**config.mk**
```make
export PLATFORM = sky130hd
export DESIGN_NAME = scarv_sim_ctrl
export DESIGN_NICKNAME = d
export VERILOG_FILES = /design/src/rtl/scarv_sim_ctrl_pkg.sv /design/src/rtl/scarv_sim_ctrl_sat_cnt.sv /design/src/rtl/scarv_sim_ctrl.sv
export SDC_FILE = /design/constraint.sdc
export NUM_CORES = 1
export LEC_CHECK = 0
export CAP_MARGIN = 15
export CORE_MARGIN = 2
export CORE_UTILIZATION = 47
export CTS_CLUSTER_DIAMETER = 50
export DETAILED_ROUTE_END_ITERATION = 8
export MAX_ROUTING_LAYER = met4
export PLACE_DENSITY = 0.78
export SETUP_SLACK_MARGIN = 0.15
export SLEW_MARGIN = 20
export SYNTH_ARGS = -nofsm -noshare
export SYNTH_HDL_FRONTEND = slang
export SYNTH_SLANG_ARGS = --single-unit
export TNS_END_PERCENT = 1
```
**constraint.sdc**
```tcl
create_clock -name clk_i -period 4.35 [get_ports clk_i]
set_clock_uncertainty 0.1 [all_clocks]
set_input_delay 0.435 -clock clk_i [delete_from_list [all_inputs] [get_ports clk_i]]
set_output_delay 0.435 -clock clk_i [all_outputs]
set_load 0.005 [all_outputs]
```
**src/rtl/scarv_sim_ctrl_pkg.sv**
```systemverilog
// -----------------------------------------------------------------------------
// scarv_sim_ctrl_pkg
// Shared types and defaults for the simulation-control monitor.
//   state_e        : monitor state as seen on state_o (RUN, DRAIN, DONE)
//   stop_reason_e  : why the run ended, as seen on stop_reason_o
//   DEF_*          : default signalling addresses and drain length
//   drain_width()  : bit width of the drain down-counter
// -----------------------------------------------------------------------------
package scarv_sim_ctrl_pkg;

    typedef enum logic [1:0] {
        ST_RUN   = 2'd0,
        ST_DRAIN = 2'd1,
        ST_DONE  = 2'd2
    } state_e;

    typedef enum logic [1:0] {
        RSN_NONE   = 2'd0,
        RSN_STOP   = 2'd1,
        RSN_TRAP   = 2'd2,
        RSN_SIMLEN = 2'd3
    } stop_reason_e;

    localparam int unsigned DEF_STOP_ADDR    = 0;
    localparam int unsigned DEF_TRAP_ADDR    = 8;
    localparam int unsigned DEF_DRAIN_CYCLES = 50;

    // A drain of length 0 still needs a one-bit register.
    function automatic int drain_width(input int unsigned n);
        return (n < 1) ? 1 : $clog2(n + 1);
    endfunction

endpackage

```
**src/rtl/scarv_sim_ctrl_sat_cnt.sv**
```systemverilog
// -----------------------------------------------------------------------------
// scarv_sim_ctrl_sat_cnt
// Saturating up-counter: holds at all-ones instead of wrapping.
//   clk   : clock
//   rst   : asynchronous active-high reset, clears the count
//   inc   : increment request for this cycle
//   clr   : synchronous clear (wins over inc)
//   count : current count value
// -----------------------------------------------------------------------------
module scarv_sim_ctrl_sat_cnt #(
    parameter int W = 8
) (
    input  logic         clk,
    input  logic         rst,
    input  logic         inc,
    input  logic         clr,
    output logic [W-1:0] count
);

    always_ff @(posedge clk or posedge rst) begin
        if (rst) begin
            count <= '0;
        end else if (clr) begin
            count <= '0;
        end else if (inc && (count != '1)) begin
            count <= count + 1'b1;
        end
    end

endmodule

```
**src/rtl/scarv_sim_ctrl.sv**
```systemverilog
// -----------------------------------------------------------------------------
// scarv_sim_ctrl
// Simulation-control monitor. Snoops data-memory writes for the stop and trap
// signalling addresses, counts cycles / retired instructions / traps, runs a
// fixed drain window after a stop event and raises a sticky done_o.
//
// Configuration macro: SCARV_SIM_CTRL_TRAP_STOP_EN
//   defined   : a trap write in RUN starts the drain with reason TRAP
//   undefined : trap writes are only counted
//
// Ports:
//   clk_i, rst_i       : clock, asynchronous active-high reset
//   data_mem_req_i     : data-memory request
//   data_mem_we_i      : write enable
//   data_mem_addr_i    : word address
//   data_mem_wdata_i   : write data (captured as exit code)
//   trs_valid_i        : instruction retired this cycle
//   simlen_i           : cycle limit, 0 = unlimited
//   state_o            : RUN / DRAIN / DONE
//   stop_reason_o      : NONE / STOP / TRAP / SIMLEN
//   exit_code_o        : wdata captured at the ending write
//   cycles_o           : elapsed cycles
//   retired_o          : retired instructions
//   trap_count_o       : trap writes seen
//   done_o             : sticky end-of-test flag
// -----------------------------------------------------------------------------
module scarv_sim_ctrl
    import scarv_sim_ctrl_pkg::*;
#(
    parameter int          AddrW       = 15,
    parameter int unsigned StopAddr    = DEF_STOP_ADDR,
    parameter int unsigned TrapAddr    = DEF_TRAP_ADDR,
    parameter int unsigned DrainCycles = DEF_DRAIN_CYCLES,
    parameter int          CntW        = 32
) (
    input  logic             clk_i,
    input  logic             rst_i,
    input  logic             data_mem_req_i,
    input  logic             data_mem_we_i,
    input  logic [AddrW-1:0] data_mem_addr_i,
    input  logic [31:0]      data_mem_wdata_i,
    input  logic             trs_valid_i,
    input  logic [CntW-1:0]  simlen_i,
    output logic [1:0]       state_o,
    output logic [1:0]       stop_reason_o,
    output logic [31:0]      exit_code_o,
    output logic [CntW-1:0]  cycles_o,
    output logic [CntW-1:0]  retired_o,
    output logic [7:0]       trap_count_o,
    output logic             done_o
);

    localparam int             DW         = drain_width(DrainCycles);
    localparam logic [DW-1:0]  DRAIN_LOAD = DW'(DrainCycles);

    state_e        state_q, state_d;
    stop_reason_e  reason_q, reason_d;
    logic [31:0]   exit_q, exit_d;
    logic [DW-1:0] drain_q, drain_d;
    logic          done_q;

    logic          wr_ev;
    logic          stop_ev;
    logic          trap_ev;
    logic          end_ev;
    stop_reason_e  ev_reason;
    logic          simlen_hit;
    logic          active;

    assign wr_ev   = data_mem_req_i & data_mem_we_i;
    assign stop_ev = wr_ev & (data_mem_addr_i == AddrW'(StopAddr));
    assign trap_ev = wr_ev & (data_mem_addr_i == AddrW'(TrapAddr));

`ifdef SCARV_SIM_CTRL_TRAP_STOP_EN
    assign end_ev  = stop_ev | trap_ev;
`else
    assign end_ev  = stop_ev;
`endif

    assign ev_reason = stop_ev ? RSN_STOP : RSN_TRAP;

    // The limit is reached on the edge that takes cycles_o up to simlen_i.
    assign simlen_hit = (simlen_i != '0) && (cycles_o == (simlen_i - CntW'(1)));
    assign active     = (state_q != ST_DONE);

    // Next-state logic. A stop/trap event that lands on the simlen edge still
    // owns the reason and exit code, but the drain is skipped.
    always_comb begin
        state_d  = state_q;
        reason_d = reason_q;
        exit_d   = exit_q;
        drain_d  = drain_q;
        case (state_q)
            ST_RUN: begin
                if (end_ev) begin
                    reason_d = ev_reason;
                    exit_d   = data_mem_wdata_i;
                    drain_d  = DRAIN_LOAD;
                    state_d  = simlen_hit ? ST_DONE : ST_DRAIN;
                end else if (simlen_hit) begin
                    reason_d = RSN_SIMLEN;
                    state_d  = ST_DONE;
                end
            end
            ST_DRAIN: begin
                if (simlen_hit || (drain_q == '0)) begin
                    state_d = ST_DONE;
                end else begin
                    drain_d = drain_q - 1'b1;
                end
            end
            default: begin
                state_d = ST_DONE;
            end
        endcase
    end

    // State, capture registers and the registered done flag.
    always_ff @(posedge clk_i or posedge rst_i) begin
        if (rst_i) begin
            state_q  <= ST_RUN;
            reason_q <= RSN_NONE;
            exit_q   <= '0;
            drain_q  <= '0;
            done_q   <= 1'b0;
        end else begin
            state_q  <= state_d;
            reason_q <= reason_d;
            exit_q   <= exit_d;
            drain_q  <= drain_d;
            done_q   <= (state_d == ST_DONE);
        end
    end

    scarv_sim_ctrl_sat_cnt #(.W(CntW)) u_cycles (
        .clk   (clk_i),
        .rst   (rst_i),
        .inc   (active),
        .clr   (1'b0),
        .count (cycles_o)
    );

    scarv_sim_ctrl_sat_cnt #(.W(CntW)) u_retired (
        .clk   (clk_i),
        .rst   (rst_i),
        .inc   (active & trs_valid_i),
        .clr   (1'b0),
        .count (retired_o)
    );

    scarv_sim_ctrl_sat_cnt #(.W(8)) u_traps (
        .clk   (clk_i),
        .rst   (rst_i),
        .inc   (active & trap_ev),
        .clr   (1'b0),
        .count (trap_count_o)
    );

    assign state_o       = state_q;
    assign stop_reason_o = reason_q;
    assign exit_code_o   = exit_q;
    assign done_o        = done_q;

endmodule

```
=== Yosys cells after proc, flatten, opt, wreduce, memory -nomap -nowiden ===
Index checks and enable logic that the tools add are counted.

* Bits in registers: 115
* Logic and storage cells: 52
* Output and inout port bits: 109
* Input port bits: 84

* Multiplexer cells: 10
* Equality and inequality tests: 10
* $add $sub $neg: 5
* Bitwise operators: 5
* Reductions and logical operators: 14

{| class="wikitable"
|+ Operators by type and width
! cell !! count
|-
| $add A32 B1 Y32 const B || 2
|-
| $ne A32 B32 Y1 const B || 2
|-
| $eq A32 B32 Y1 || 1
|-
| $reduce_bool A32 Y1 || 1
|-
| $sub A32 B1 Y32 const B || 1
|-
| $eq A15 B4 Y1 const B || 1
|-
| $logic_not A15 Y1 || 1
|-
| $mux W2 || 6
|-
| $mux W6 || 2
|-
| $pmux W6 S2 || 1
|-
| $add A8 B1 Y8 const B || 1
|-
| $ne A8 B8 Y1 const B || 1
|-
| $logic_not A6 Y1 || 1
|-
| $ne A2 B2 Y1 const B || 3
|-
| $sub A6 B1 Y6 const B || 1
|-
| $and A1 B1 Y1 || 5
|-
| $logic_and A1 B1 Y1 || 4
|-
| $pmux W2 S2 || 1
|-
| $reduce_and A2 Y1 || 2
|-
| $reduce_bool A2 Y1 || 2
|-
| $reduce_and A3 Y1 || 1
|-
| $eq A2 B1 Y1 const B || 1
|-
| $eq A2 B2 Y1 const B || 1
|-
| $logic_not A2 Y1 || 1
|-
| $logic_or A1 B1 Y1 || 1
|}

=== Logic depth before layout (Yosys ltp) ===
Gate-level depths: netlist of run 1.

* Depth in word-level cells: 7
* Mapped depth: 13
* Mapped depth without buffers: 11

=== Hierarchy ===
From an unflattened synthesis of run 1, not the netlist that was laid out.

* Cell total of the unflattened synthesis: 712
* Area, all modules: 6859.1 um^2

{| class="wikitable"
|+ By module, submodules not included
! module !! area an instance (um^2) !! times used !! seq. area each (um^2) !! cells each
|-
| scarv_sim_ctrl_sat_cnt at u_cycles ... || 1740.4 || 2 || 800.8 || 186
|-
| scarv_sim_ctrl || 2874.0 || 1 || 1076.0 || 291
|-
| scarv_sim_ctrl_sat_cnt at u_traps || 504.2 || 1 || 200.2 || 49
|}

=== Least setup slack after synthesis of run 1 ===
Ideal clock, no wire load.

* Path type: in2reg
* Start: input port simlen_i[0]
* End: register drain_q[0]
* Stages: 13
* Buffers on the path: 2
* Path slack: 0.993 ns
* Arrival time: 3.181 ns
* Setup time: 0.076 ns
* Required time: 4.174 ns
* Cells stage by stage: inv_1 ha_1 or3b_2 or2_1 buf_4 nor3_1 o21ai_0 a2111oi_0 nand4_1 or3_1 clkbuf_2 a211o_1 o21ai_2

* Word-level cells in the longest chain between the ends: 6
* Elaborated cells on any way between the ends: 7
* Those cells by class: add/sub: 1; eq/ne: 2; reduce/logical: 4

{| class="wikitable"
|+ RTL lines
! element !! RTL line !! RTL
|-
| start, declared || scarv_sim_ctrl.sv:43 || <nowiki>input logic [CntW-1:0] simlen_i,</nowiki>
|-
| $sub A32 B1 Y32 || scarv_sim_ctrl.sv:83 || <nowiki>assign simlen_hit = (simlen_i != '0) && (cycles_o == (simlen_i - CntW'(1)));</nowiki>
|-
| $eq A32 B32 Y1 || scarv_sim_ctrl.sv:83 ||
|-
| $logic_and A1 B1 Y1 * || scarv_sim_ctrl.sv:83 ||
|-
| $logic_or A1 B1 Y1 * || scarv_sim_ctrl.sv:106 || <nowiki>if (simlen_hit || (drain_q == '0)) begin</nowiki>
|-
| $ne A2 B2 Y1 (no line) * || n/a ||
|-
| $reduce_and A3 Y1 (no line) * || n/a ||
|-
| end signal, assigned || scarv_sim_ctrl.sv:130 || <nowiki>drain_q <= drain_d;</nowiki>
|-
| end, declared || scarv_sim_ctrl.sv:59 || <nowiki>logic [DW-1:0] drain_q, drain_d;</nowiki>
|}

Every way passes the cells marked *; elsewhere a longest branch is shown, timed or not.
A chain may end at the register's enable or synchronous reset.

=== Worst setup path in the final report of run 1 ===
* Start: input port simlen_i[1]
* End: register drain_q[0]

The elaborated chain is that of the path after synthesis.

==> impl_metrics.toml, run 1 <==
[routing]
wire_per_inst_um = 17.8
first_pass_iters = 5
detail-route-antenna-nets = 0
route.vias.total = 5384
via_per_inst = 5.51
route.detailed.drc = 0
drt_iter0_drc = 304
drt_wl_total_um = 17400

[critical_path]
critPathMaxFanout = 8
endpoint_kind = "flop"
setup.worst_path.start_class = "primary input"
critPathSlowestCell = "or3_1"
crit_type = "in2reg"
arrival_ns = 4.05
worstPathCellList = "clkdlybuf4s50_1 -> inv_1 -> ha_1 -> or3b_2 -> or2_1 -> buf_4 -> nor4_2 -> xor2_1 -> o31ai_1 -> o2bb2ai_1 -> or3_1 -> a211o_1 -> o21ai_2"
required_ns = 4.59
critical-path-max-stage-delay_ns = 0.52

[floorplanning]
io_pins = 193
die_y_um = 118
die_x_um = 118
row_count = 41
dieArea_um2 = 14000
initial_core_util = 0.484
core_area_um2 = 12700

[worst_hold_path]
min_path_type = "reg2reg"

[sta]
max_freq_mhz = 262
rsz0062_at_grt = "no"
hold_viol = 0
fin_crit_sh = 0.878
worst_pin_slew_ns = 0.939
fin_setup_tns_ns = 0
finalCriticalPeriod_ns = 3.82
setup_viol = 0
slew_headroom = 0.374
drv_slew = 0

[pwr]
irDropWorstVdd_uv = 259
leakage_nw = 3.79
power.density_nw_per_um2 = 297
p_total_w = 0.00265

[cells_and_area]
post_route_cells_drive_above_1_share = 0.120
final_net_count = 884
n_fill_cell = 1003
area_growth_pct = 44.9
antenna_cells = 0
post-route-cell-area_um2 = 8910

[grt]
antenna_found_initial = 0
grt.overflow.total = 0
grt_max_degree = 78
first_global_vias = 5471
grt_pass1_wl_um = 28200
grt_use_total = 0.261

[logic_synthesis]
synth.area.top_cells = "dfrtp_1, xnor2_1, mux2_2, xor2_1, nand3_1"
ys_seq_area_frac = 0.468
synth_area_per_cell_um2 = 10.5
synth_top_area_share = 0.468
synth_common_cells = "dfrtp_1, xnor2_1, nand2_1"
synth-seq-cells = 115
synth.most_common_cell = "dfrtp_1"
synth_nets = 674
syn_area_um2 = 6150
syn_inst = 584
synth.largest_area_cell = "dfrtp_1"
synthDistinctLibCells = 65
yosys_warnings = 0
synth-edff-count = 0
synthArstFlopShare = 1.00
ys.flop_type = "dfrtp_1"

[place]
io_buffers = 192
detailed_place_hpwl_um = 13300
dpl_cell_area_um2 = 8310
gp_congestion = 0.939

[clock_network]
cts_resized = 0
cts_root_buffer = "clkbuf_16"
cts_buffer_depth = 2
h-tree-depth = 4
cts.sinks = 115
worstSkewPairLatency_ns = 0.41
cts_setup_buffers = 0
cts_hold_buf = 0
cts_tree = "done"
cts_buffers = 17
clkTransAtPathRegs_ns = 0.05

[outcome]
status = "complete, no violations"

[run]
cap_violations = 0
==> power by group <==
part            switching, W  internal (W)  total [W]
logic              0.0000778     0.0000945   0.000172
registers      0.00000000199       0.00107    0.00107
clock network       0.000469      0.000937    0.00141
==> registers in the layout, indices dropped and copies added, names as in the netlist <==
name	flops
state_o	2
u_cycles.count	32
done_o	1
u_retired.count	32
stop_reason_o	2
u_traps.count	8
drain_q	6
exit_code_o	32
==> cell usage in the layout, fill, tap and decap left out, types with 3 or more instances in the layout <==
master	count
nand2_1	42
a31oi_1	4
nor4_1	14
o21ai_0	6
and4_1	6
nor2_1	39
or4_1	3
mux2_2	35
o31ai_1	3
xor2_1	31
buf_4	13
and3_1	16
inv_1	12
and2_1	3
clkbuf_16	17
xnor2_1	81
nor3b_1	4
nand4_1	22
dfrtp_1	115
mux2i_1	6
clkinv_2	5
clkdlybuf4s50_1	192
clkbuf_8	3
a2111oi_0	3
or3_1	4
bufinv_16	3
a21oi_1	8
nor3_1	22
nand3_1	34
nor4_2	3
nand2b_1	5
ha_1	6
==> kinds of logic (layout without fill, tap and decap cells) <==
| kind of cell | count (synthesis) | after routing | share of synthesized area |
|---|---|---|---|
| AO/OA/AOI/OAI | 45 | 45 | 0.0537 |
| XOR/XNOR | 112 | 112 | 0.159 |
| adder cells (fa/ha/maj) | 6 | 6 | 0.0122 |
| buffers and inverters | 27 | 249 | 0.0216 |
| flip-flops | 115 | 115 | 0.468 |
| multiplexers | 41 | 41 | 0.0738 |
| AND/OR/NAND/NOR | 238 | 238 | 0.212 |
==> per-stage QoR <==
step | util | instances | setup WS, ns | hold slack, ns
after detailed placement | 0.653 | 947 | 0.169 | 0.367
final | 0.701 | 978 | 0.533 | 0.373
after global routing | 0.701 | 978 | 0.270 | 0.388
after floorplan | - | 584 | 0.771 | 0.338
after CTS | 0.701 | 978 | 0.586 | 0.374
after global placement | 0.653 | 947 | 0.245 | 0.349
==> routing by layer <==
metal / vias to the layer above / wire (um) / track usage
li1: 2518 / - / -
met1: 2618 / 7690 / 0.324
met2: 226 / 8170 / 0.411
met3: 22 / 1270 / 0.0830
met4: 0 / 316 / 0.0751
met5: - / 0 / -
==> path summary, 6_finish.rpt <==
| kind | startpoint | endpoint | slack [ns] | cells after the start |
|---|---|---|---|---|
| max | simlen_i[1] | drain_q[0] | 0.53 | 13 |
| min | drain_q[4] | drain_q[4] | 0.37 | 1 |
| max reg2reg | u_cycles.count[25] | u_cycles.count[27] | 1.14 | 9 |
| min reg2reg | drain_q[4] | drain_q[4] | 0.37 | 1 |
| max in group asynchronous | rst_i | u_cycles.count[13] | 2.81 | 3 |
| min in group asynchronous | rst_i | exit_code_o[1] | 0.49 | 2 |
==> critical path, delay by kind of cell <==
family / cells / cell delay, ns
AND/OR/NAND/NOR: 4 / 1.71
XOR/XNOR: 1 / 0.14
buffers and inverters: 3 / 0.76
AO/OA/AOI/OAI: 4 / 0.80
adder cells (fa/ha/maj): 1 / 0.21
==> final cells by class <==
| type | count | area [um^2] | share of cell area |
|---|---|---|---|
| clock buffers | 21 | 470 | 0.0528 |
| clock inverters | 10 | 131 | 0.0147 |
| inverters | 13 | 51.3 | 0.00576 |
| multi-input cells | 442 | 3150 | 0.353 |
| flip-flops and latches | 115 | 2880 | 0.323 |
| well taps | 172 | 215 | 0.0241 |
| repair buffers | 205 | 2020 | 0.227 |
Power figures use the tool's default switching activity.
==> run 2, diff against run 1 <==
--- a/config.mk
+++ b/config.mk
@@ -6,8 +6,10 @@
 export NUM_CORES = 1
 export LEC_CHECK = 0
 export CAP_MARGIN = 15
+export CELL_PAD_IN_SITES_DETAIL_PLACEMENT = 1
+export CELL_PAD_IN_SITES_GLOBAL_PLACEMENT = 2
 export CORE_MARGIN = 2
-export CORE_UTILIZATION = 47
+export CORE_UTILIZATION = 29
 export CTS_CLUSTER_DIAMETER = 50
 export DETAILED_ROUTE_END_ITERATION = 8
 export MAX_ROUTING_LAYER = met4
==> run 2 against run 1 <==
  * Hold slack worse by 0.0027 ns
  * Utilization down 26 points
  * Critical path depth unchanged
  * First-iteration DRC count down 31%
  * Final area up 2.6%
  * Flip-flop and latch count unchanged
  * Cell count up 11%
  * Non-clock buffer count up 3
  * Total power up 4.8%
  * Combinational power about the same
  * Wire length up 15%
  * Clock-buffer cell count up 2
  * Critical path type unchanged
  * Highest routed layer unchanged
==> impl_metrics.toml, run 2 (synthesis gave the netlist of run 1 again) <==
[sta]
finalCriticalPeriod_ns = 3.84
rsz0062_at_grt = "no"
worst_pin_slew_ns = 0.938
setup_viol = 0
fin_crit_sh = 0.882
fin_setup_tns_ns = 0
hold_viol = 0
slew_headroom = 0.373
drv_slew = 0
timing.hold.ws_ns = 0.371
max_freq_mhz = 261

[routing]
top_layer_used = "met4"
m1WireLength_um = 8120
drt_wl_total_um = 20100
first_pass_iters = 4
wl_met2_um = 9930
route.detailed.drc = 0
via_per_inst = 4.99
detail-route-antenna-nets = 0
drt_iter0_drc = 211
wl_met3_um = 1660
route.vias.total = 5410
wire_per_inst_um = 18.5

[clock_network]
h-tree-depth = 4
cts_setup_buffers = 0
cts_buffers = 17
cts.sinks = 115
cts_resized = 0
worstSkewPairLatency_ns = 0.41
cts_buffer_depth = 2
cts_tree = "done"
cts_hold_buf = 0
cts_root_buffer = "clkbuf_16"
clkTransAtPathRegs_ns = 0.05

[worst_hold_path]
min_path_type = "reg2reg"

[place]
place_inst = 1053
detailed_place_hpwl_um = 15500
dpl_cell_area_um2 = 8490
gp_congestion = 0.829
io_buffers = 192

[outcome]
status = "complete, no violations"

[grt]
first_global_vias = 5887
antenna_found_initial = 0
grt_use_total = 0.190
grt_max_degree = 66
grt.overflow.total = 0
grt_pass1_wl_um = 32200

[critical_path]
setup.worst_path.start_class = "primary input"
required_ns = 4.58
worstReg2RegStart = "u_cycles.count[13]"
arrival_ns = 4.06
endpoint_kind = "flop"
crit_type = "in2reg"
reg2reg_to = "drain_q[0]"
critPathMaxFanout = 9
worstRegToRegCells = 9
crit_end = "drain_q[0]"
startpoint = "simlen_i[1]"
ff2ff_setup_slack_ns = 1.25

[run]
cap_violations = 0

[pwr]
power.density_nw_per_um2 = 304
irDropWorstVdd_uv = 165
leakage_nw = 3.82

[cells_and_area]
final_net_count = 887
multiInputGateArea_um2 = 3160
post_route_cells_drive_above_1_share = 0.121
post-route-util = 0.438
antenna_cells = 0
layout_common_cells = "clkdlybuf4s50_1, dfrtp_1, xnor2_1"
area_growth_pct = 48.6
seq_area_um2 = 2880
final_common_cell = "clkdlybuf4s50_1"
finalNonFillerCells = 1085
n_fill_cell = 2304
post-route-cell-area_um2 = 9140

[floorplanning]
initial_core_util = 0.295
die_x_um = 150
io_pins = 193
core_area_um2 = 20900
dieArea_um2 = 22400
row_count = 53
die_y_um = 150
-- run 2: how the worst min path moves through the flow --
| stage | startpoint | endpoint | slack, ns | cells after the start |
|---|---|---|---|---|
| CTS | drain_q[4] | drain_q[4] | 0.37 | 1 |
| finish | drain_q[4] | drain_q[4] | 0.37 | 1 |
| floorplan | drain_q[4] | drain_q[4] | 0.34 | 1 |
| global placement | drain_q[4] | drain_q[4] | 0.35 | 1 |
| detailed placement | drain_q[4] | drain_q[4] | 0.37 | 1 |
| global route | drain_q[4] | drain_q[4] | 0.39 | 1 |
-- run 2: power breakdown --
group	total (W)	switching [W]	internal, W
Clock	0.00153	0.000486	0.00105
Combinational	0.000175	0.0000787	0.0000961
Sequential	0.00107	0.00000000214	0.00107
-- run 2: metrics by stage --
step | total power, W | setup slack [ns]
2_1_floorplan | 0.00115 | 0.771
3_3_place_gp | 0.00126 | 0.181
3_5_place_dp | 0.00127 | 0.100
4_1_cts | 0.00282 | 0.530
5_1_grt | 0.00288 | 0.185
6_report | 0.00278 | 0.515
-- run 2: routing by layer --
metal | vias up | GRT usage
li1 | 2508 | -
met1 | 2704 | 0.219
met2 | 176 | 0.314
met3 | 22 | 0.0662
met4 | 0 | 0.0594
met5 | - | -
-- run 2: critical path: stages --
cell,delay [ns]
clkdlybuf4s50_1,0.48
inv_1,0.09
ha_1,0.16
or3b_2,0.47
or2_1,0.36
buf_4,0.21
nor4_1,0.28
xnor2_1,0.12
a2111oi_2,0.32
nand4_1,0.19
or3_1,0.53
a211o_1,0.35
o21ai_2,0.06
-- run 2: area by class of cell --
| class | count | area share |
|---|---|---|
| inverter | 13 | 0.00561 |
| multi-input combinational | 442 | 0.345 |
| clock inverter | 9 | 0.0193 |
| sequential | 115 | 0.315 |
| timing repair buffer | 208 | 0.226 |
| clock buffer | 23 | 0.0512 |
| tap | 275 | 0.0376 |
